`config.mk`:
```
export PLATFORM = sky130hd
export DESIGN_NAME = lfsr_predictor
export DESIGN_NICKNAME = d
export VERILOG_FILES = /design/src/rtl/lfsr_prbs_checker_pkg.sv /design/src/rtl/lfsr_predictor.sv
export SDC_FILE = /design/constraint.sdc
export NUM_CORES = 1
export LEC_CHECK = 0
export CAP_MARGIN = 20
export CORE_UTILIZATION = 35
export DETAILED_ROUTE_END_ITERATION = 7
export PLACE_DENSITY = 0.58
export SETUP_SLACK_MARGIN = 0.02
export SLEW_MARGIN = 20
export SYNTH_ARGS = -nofsm -noshare
export SYNTH_HDL_FRONTEND = slang
export SYNTH_SLANG_ARGS = --single-unit
```
`constraint.sdc`:
```
create_clock -name i_Clk -period 1.3 [get_ports i_Clk]
set_clock_uncertainty 0.05 [all_clocks]
set_input_delay 0.195 -clock i_Clk [delete_from_list [all_inputs] [get_ports i_Clk]]
set_output_delay 0.195 -clock i_Clk [all_outputs]
set_load 0.01 [all_outputs]
```
`src/rtl/lfsr_prbs_checker_pkg.sv`:
```
// Shared definitions for the 22-bit XNOR PRBS generator/checker pair.
package lfsr_prbs_checker_pkg;

    localparam int unsigned LFSR_BITS = 22;
    localparam int unsigned TAP_HI    = LFSR_BITS - 1;
    localparam int unsigned TAP_LO    = LFSR_BITS - 2;

    typedef enum logic {
        StSync   = 1'b0,
        StLocked = 1'b1
    } state_e;

    // Next bit of the sequence; all-ones is the lockup state for XNOR feedback.
    function automatic logic xnor_feedback(input logic tap_hi, input logic tap_lo);
        return ~(tap_hi ^ tap_lo);
    endfunction

endpackage

```
`src/rtl/lfsr_predictor.sv`:
```
// Local copy of the generator LFSR: loads received bits while syncing,
// free-runs on its own prediction once locked.
module lfsr_predictor
    import lfsr_prbs_checker_pkg::*;
#(
    parameter int unsigned NUM_BITS = LFSR_BITS
) (
    input  logic i_Clk,
    input  logic i_Reset,
    input  logic i_Shift,
    input  logic i_Load,
    input  logic i_Data,
    output logic o_Predict,
    output logic o_Load_All_Ones
);

    logic [NUM_BITS-1:0] r_lfsr;
    logic [NUM_BITS-1:0] w_load_value;
    logic                w_predict;

    // Prediction and the value a load-shift would produce.
    always_comb begin
        w_predict    = xnor_feedback(r_lfsr[NUM_BITS-1], r_lfsr[NUM_BITS-2]);
        w_load_value = {r_lfsr[NUM_BITS-2:0], i_Data};
    end

    // Shift register: received bit in load mode, own prediction otherwise.
    always_ff @(posedge i_Clk) begin
        if (i_Reset) begin
            r_lfsr <= '0;
        end else if (i_Shift) begin
            r_lfsr <= i_Load ? w_load_value : {r_lfsr[NUM_BITS-2:0], w_predict};
        end
    end

    assign o_Predict       = w_predict;
    assign o_Load_All_Ones = &w_load_value;

endmodule

```
==> results of run 1 <==
[synthesized netlist by cell type, drive strengths merged]
master | instances | area, um^2
dfxtp | 22 | 440
nor2 | 22 | 82.6
mux2i | 21 | 210
nand4 | 5 | 31.3
buf | 3 | 15.0
clkbuf | 2 | 7.51
nand2 | 2 | 7.51
a311oi | 1 | 8.76
nand2b | 1 | 6.26
nor3 | 1 | 10.0
or4 | 1 | 7.51
xnor2 | 1 | 8.76
[critical path, cell delays in order, from the launching register on]
cell and delay [ns]:
dfxtp_2 0.36, nand4_1 0.11, or4_4 0.53, nor3_2 0.11, buf_2 0.14
[area by class of cell]
cell class / instances / area [um^2]
tap: 28 / 35.0
sequential: 22 / 453
clock buffer: 4 / 36.3
timing repair buffer: 34 / 267
fill: 190 / 1060
multi-input combinational: 55 / 384
[routing by layer]
| layer | routed length, um | vias to the layer above | share of wire [%] |
|---|---|---|---|
| met1 | 718 | 300 | 50 |
| li1 | - | 348 | - |
| met4 | 17 | 0 | 1.2 |
| met3 | 39 | 2 | 2.7 |
| met5 | 0 | - | 0 |
| met2 | 663 | 3 | 46 |
[per-stage QoR]
stage	util (%)	instance area, um^2	std cells
6_report	52.6	1170	143
2_1_floorplan	-	836	82
3_5_place_dp	49.7	1110	138
3_3_place_gp	49.7	1110	138
4_1_cts	51.7	1150	142
5_1_grt	52.6	1170	143
[cells by family (layout without fill, tap and decap cells)]
kind of cell              count (synthesis)  in the layout  share of synthesized area, %
buffers and inverters                     5             38                          2.69
and+or+nand+nor                          32             32                          17.4
xor gates and xnor gates                  1              1                          1.05
muxes                                    21             21                          25.1
AOI/OAI and AO/OA                         1              1                          1.05
DFF                                      22             22                          52.7
[path summary, 6_finish.rpt]
path	depth (start not counted)	slack [ns]	endpoint
max	4	-0.48	o_Load_All_Ones
min	4	0.27	r_lfsr[0]$_SDFFE_PP0P_
max reg2reg	6	0.08	r_lfsr[0]$_SDFFE_PP0P_
min reg2reg	2	0.48	r_lfsr[14]$_SDFFE_PP0P_
[repair_timing]
item,4_1_cts,5_1_grt
setup endpoints to repair,2,2
gates cloned,0,0
pin swaps,0,2
gates resized for setup,14,8
buffers inserted,0,2
[power groups by stage]
stage	Sequential, uW	Combinational, uW	Clock, uW
after global routing	682	86.4	408
final	681	79.2	354
after detailed placement	696	80.5	0
after CTS	681	80.7	373
after floorplan	697	43.5	0
after global placement	697	81.2	0
==> results by group, run 1 <==
Layout
  • # diodes: 0
  • Most common cell after layout, fill and taps aside: buf_4
  • Commonest non-fill, non-tap cells in the layout: buf_4 (27), nor2_1 (22), mux2i_1 (21), dfxtp_1 (12), dfxtp_2 (10)
  • Max reg flops: 22
  • Biggest regs: r_lfsr x22
  • Top reg by flops: r_lfsr
  • Synthesis-to-finish area growth: 40.6%
  • Share of post-route cells with drive strength above 1: 40.9%
  • Nets@finish: 121

Drt
  • Final wirelength: between 1 and 1.5 mm
  • Routed length per placed instance: 10.1 um
  • 1st-pass router iterations: 4
  • Routed via count: roughly 650
  • Vias per inst: about 4.6
  • Post-DRT Antenna Nets: 0
  • Post-route DRC: 0
  • DR iter-0 viols: 8

Critical path
  • CP Max Fanout: 3
  • Worst path required time: 1.05 ns
  • CP Capture Type: output port
  • Critical Path Start: r_lfsr[13]$_SDFFE_PP0P_
  • Startpoint Class: flop
  • Critical path arrival: 1.54 ns
  • CP Class: reg2out
  • Worst R2R Start: r_lfsr[20]$_SDFFE_PP0P_

Global route
  • Vias in the first global route: 656
  • Met2 usage: 22.7%
  • Met1 Usage GRT: 14.9%
  • Largest net degree at the start of global routing: 13
  • Initial antenna violation count: 0
  • Total grt overflow: 0
  • Gr busiest metal: met2
  • First-pass GRT wire length: 2.51 mm
  • Met3 Use GR: 3.27%
  • GRT Overall Usage: a little over an eighth

STA
  • Final worst slack: -0.480 ns
  • Peak Freq: 562 MHz
  • RSZ-0062 raised after global routing: yes
  • Final period util: 137%
  • Final Max Slew Viols: 0
  • Final hold violations: 0
  • Final setup fails: 1
  • Setup tns final: -0.480 ns
  • Slew headroom: 87.3%
  • Fin Hold WS: 0.274 ns
  • Actual slew at the worst max-slew pin: roughly 0.19 ns
  • Crit path time final: 1.78 ns

Die
  • Io pins: 7
  • Starting density of the core: 37.4%
  • Width of the die: 50.9 um
  • Row Count: 17
  • Die H: 50.9 um
  • Die area: 2590 um^2
  • Core area: 2230 um^2

Placed design
  • Worst slack at placement: -0.810 ns
  • Half-perimeter wire length after placement: 1.10 mm
  • IO buf count: 6
  • RePlAce Congestion: 0.637

Synthesis
  • Post-synthesis cell count: 82
  • Yosys reg bits: 22
  • Yosys warns: 0
  • Avg Cell Area, Syn: roughly 10 um^2
  • Distinct cells, synth: 12
  • Syn Std Cell Area: 836 um^2
  • Synth Net Count: 87
  • Post-synthesis sequential area ratio: between 50% and 60%

Pwr
  • Worst vdd ir: slightly above 600 uV
  • Sw frac: 19.9%
  • Clock power share: a little under a third
  • Int Power: approximately 890 uW
  • Comb power frac: 7.1%
  • Pwr/cell area: between 900 and 1000 nW/um^2
  • Flop pwr share: 61.1%
  • Total power: 1110 uW
  • NetSw: 222 uW
  • Leak Pwr: around 0.00055 uW

Clock network
  • Clk root buf: clkbuf_4
  • CTS tree: yes
  • Num CTS Buffers: 3
  • H-tree levels: 1
  • Skew-Pair Late Insertion Delay: ~0.29 ns
  • Bufs on Longest Clock Path: 2
  • Post-CTS Hold Fix Bufs: 0
  • Sink Count: 22
  • Clk slew on worst S/H paths: around 0.11 ns

Hold path
  • Hold Path Class: in2reg
  • HP Start: i_Data

Status
  • Status: finished with violations
  • Failing checks: setup timing

Flow run
  • Max-Cap Viols: 0
(Power assumes the default switching activity.)
==> run 2, diff against run 1 <==
==> constraint.sdc (replaced) <==
create_clock -name i_Clk -period 1.3 [get_ports i_Clk]
set_clock_uncertainty 0.05 [all_clocks]
set_input_delay 0.13 -clock i_Clk [delete_from_list [all_inputs] [get_ports i_Clk]]
set_output_delay 0.13 -clock i_Clk [all_outputs]
set_load 0.01 [all_outputs]
==> run 2 against run 1 <==
The flow still finishes with violations (setup timing). Final cell count fell by 3.5%. Critical path depth unchanged. Total power grew 14%. Highest routed layer unchanged. Worst hold slack improved by 0.11 ns. Clock-buffer cell count shrank 1. Utilization up 0.62 points. Register-to-register slack improved by 0.08 ns. Non-clock buffer count fell by 5. Sequential share of layout area decreased by 0.34 points. Wire length fell by 2.4%.
==> results by group, run 2 (synthesis results as in run 1) <==
Critical path
  • Critical path arrival: 1.53 ns
  • CP Class: reg2out
  • R2R Path End: r_lfsr[0]$_SDFFE_PP0P_
  • Crit-path cells: nand4_1 > or4_4 > nor3_2 > buf_2
  • CP Max Fanout: 2
  • Largest stage delay, worst path: 0.54 ns
  • Worst R2R Start: r_lfsr[20]$_SDFFE_PP0P_
  • Reg2reg setup slack: 0.16 ns
  • Worst R2R Path Depth: 5
  • CP Capture Type: output port
  • Worst path required time: 1.12 ns
  • Critical Path Stages: 4
  • Startpoint Class: flop
  • Kind of cell adding the most delay to the critical path: simple AND/OR/NAND/NOR gates
  • Crit-path slowest cell: or4_4
  • Worst path bufs/invs: 1

Die
  • Starting density of the core: 37.4%
  • Die area: about 2600 um^2
  • Row Count: 17
  • Core area: 2230 um^2
  • Die H: around 51 um
  • Width of the die: 50.9 um
  • Io pins: 7

Layout
  • Most common cell after layout, fill and taps aside: nor2_1
  • Synthesis-to-finish area growth: 42.2%
  • Nets@finish: ~120
  • Max reg flops: 22
  • Fin util: 53.2%
  • Footprint of the multi-input gates: 395 um^2
  • Filler Cells Inserted: 212
  • Reg area: 454 um^2
  • Share of post-route cells with drive strength above 1: about 39%
  • # diodes: 0
  • Top reg by flops: r_lfsr
  • Biggest regs: r_lfsr x22
  • Commonest non-fill, non-tap cells in the layout: nor2_1 (22), mux2i_1 (21), buf_4 (20), dfxtp_1 (11), dfxtp_2 (11)

Drt
  • Routed via count: 638
  • Routed length per placed instance: 10.2 um
  • Top layer in use: met4
  • Post-route DRC: 0
  • Post-DRT Antenna Nets: 0
  • Met1 WL: 705 um
  • Vias per inst: 4.62
  • DR iter-0 viols: 8
  • Metal2 WL: 638 um
  • Metal3 WL: 51 um
  • Final wirelength: 1.40 mm
  • 1st-pass router iterations: 4

STA
  • Slew headroom: roughly 87%
  • Crit path time final: between 1.5 and 2 ns
  • Actual slew at the worst max-slew pin: 0.195 ns
  • Fin Hold WS: 0.383 ns
  • Final Max Slew Viols: 0
  • Final period util: 131%
  • Peak Freq: 586 MHz
  • RSZ-0062 raised after global routing: yes
  • Final worst slack: -0.407 ns
  • Final setup fails: 1
  • Final hold violations: 0

Global route
  • Largest net degree at the start of global routing: 24
  • First-pass GRT wire length: 2.43 mm
  • GRT Overall Usage: 12.6%
  • Vias in the first global route: 557
  • Initial antenna violation count: 0
  • Total grt overflow: 0

Pwr
  • Flop pwr share: 53.5%
  • Sw frac: between 10% and 20%
  • Comb power frac: ~6.5%
  • Int Power: about 1000 uW
  • Pwr/cell area: 1070 nW/um^2
  • Worst vdd ir: roughly 750 uV
  • NetSw: around 230 uW
  • Total power: between 1000 and 1500 uW
  • Leak Pwr: 0.000533 uW
  • Clock power share: 39.9%

Clock network
  • Clk root buf: clkbuf_4
  • Num CTS Buffers: 3
  • Bufs on Longest Clock Path: 2
  • H-tree levels: 1
  • CTS tree: yes
  • Clk slew on worst S/H paths: 0.12 ns
  • Skew-Pair Late Insertion Delay: 0.31 ns
  • Sink Count: 22

Hold path
  • HP Start: i_Load
  • Hold Path Stages: 3
  • Hold Path Class: in2reg
  • Hold EP: r_lfsr[0]$_SDFFE_PP0P_

Placed design
  • IO buf count: 6
  • Half-perimeter wire length after placement: about 1000 um
  • RePlAce Congestion: 0.634

Flow run
  • Max-Cap Viols: 0

Status
  • Failing checks: setup timing
  • Status: finished with violations
[run 2: worst register-to-register path: stages, from the launching register on]
cell and delay, ns:
dfxtp_2 0.34, buf_6 0.12, xnor2_4 0.15, buf_4 0.12, nand2b_1 0.05, a311oi_1 0.22
[run 2: per-stage QoR]
| step | setup WS, ns | std cells | TNS [ns] | instance area [um^2] |
|---|---|---|---|---|
| 6_report | -0.407 | 138 | -0.407 | 1190 |
| 5_1_grt | -0.519 | 138 | -0.522 | 1190 |
| 4_1_cts | -0.435 | 138 | -0.435 | 1170 |
| 3_5_place_dp | -0.684 | 134 | -0.735 | 1110 |
| 3_3_place_gp | -0.684 | 134 | -0.735 | 1110 |
| 2_1_floorplan | 0.00767 | 82 | 0 | 836 |
[run 2: routing by layer]
| layer | up-vias | GRT usage [%] |
|---|---|---|
| met3 | 2 | 5.65 |
| met5 | - | 0 |
| met4 | 0 | 4.17 |
| met2 | 5 | 18.9 |
| met1 | 293 | 16.0 |
| li1 | 338 | - |
[run 2: timing repair]
item | CTS | global route
pin swaps | 1 | 1
gates resized for setup | 18 | 5
hold buffers | 0 | 0
setup buffers | 0 | 0
endpoints found under the setup margin | 2 | 2
[run 2: power by group through the flow]
stage	logic (uW)	clock network, uW	registers [uW]
after global routing	88.9	552	682
after floorplan	43.5	0	697
final	83.2	508	681
after CTS	84.7	527	681
after global placement	83.7	0	697
after detailed placement	84.6	0	697
[run 2: how the worst max path moves through the flow]
stage	to	slack, ns	start
global placement	o_Load_All_Ones	-0.68	i_Data
CTS	o_Load_All_Ones	-0.43	r_lfsr[11]$_SDFFE_PP0P_
detailed placement	o_Load_All_Ones	-0.68	i_Data
floorplan	o_Load_All_Ones	0.008	r_lfsr[11]$_SDFFE_PP0P_
finish	o_Load_All_Ones	-0.41	r_lfsr[11]$_SDFFE_PP0P_
global route	o_Load_All_Ones	-0.52	r_lfsr[13]$_SDFFE_PP0P_
[run 2: cell type report]
class | count | area share, %
repair buffers | 29 | 21.2
multi-input cells | 55 | 33.3
clock buffers | 3 | 1.89
clock inverters | 1 | 2.53
flip-flops and latches | 22 | 38.2
well taps | 28 | 2.95
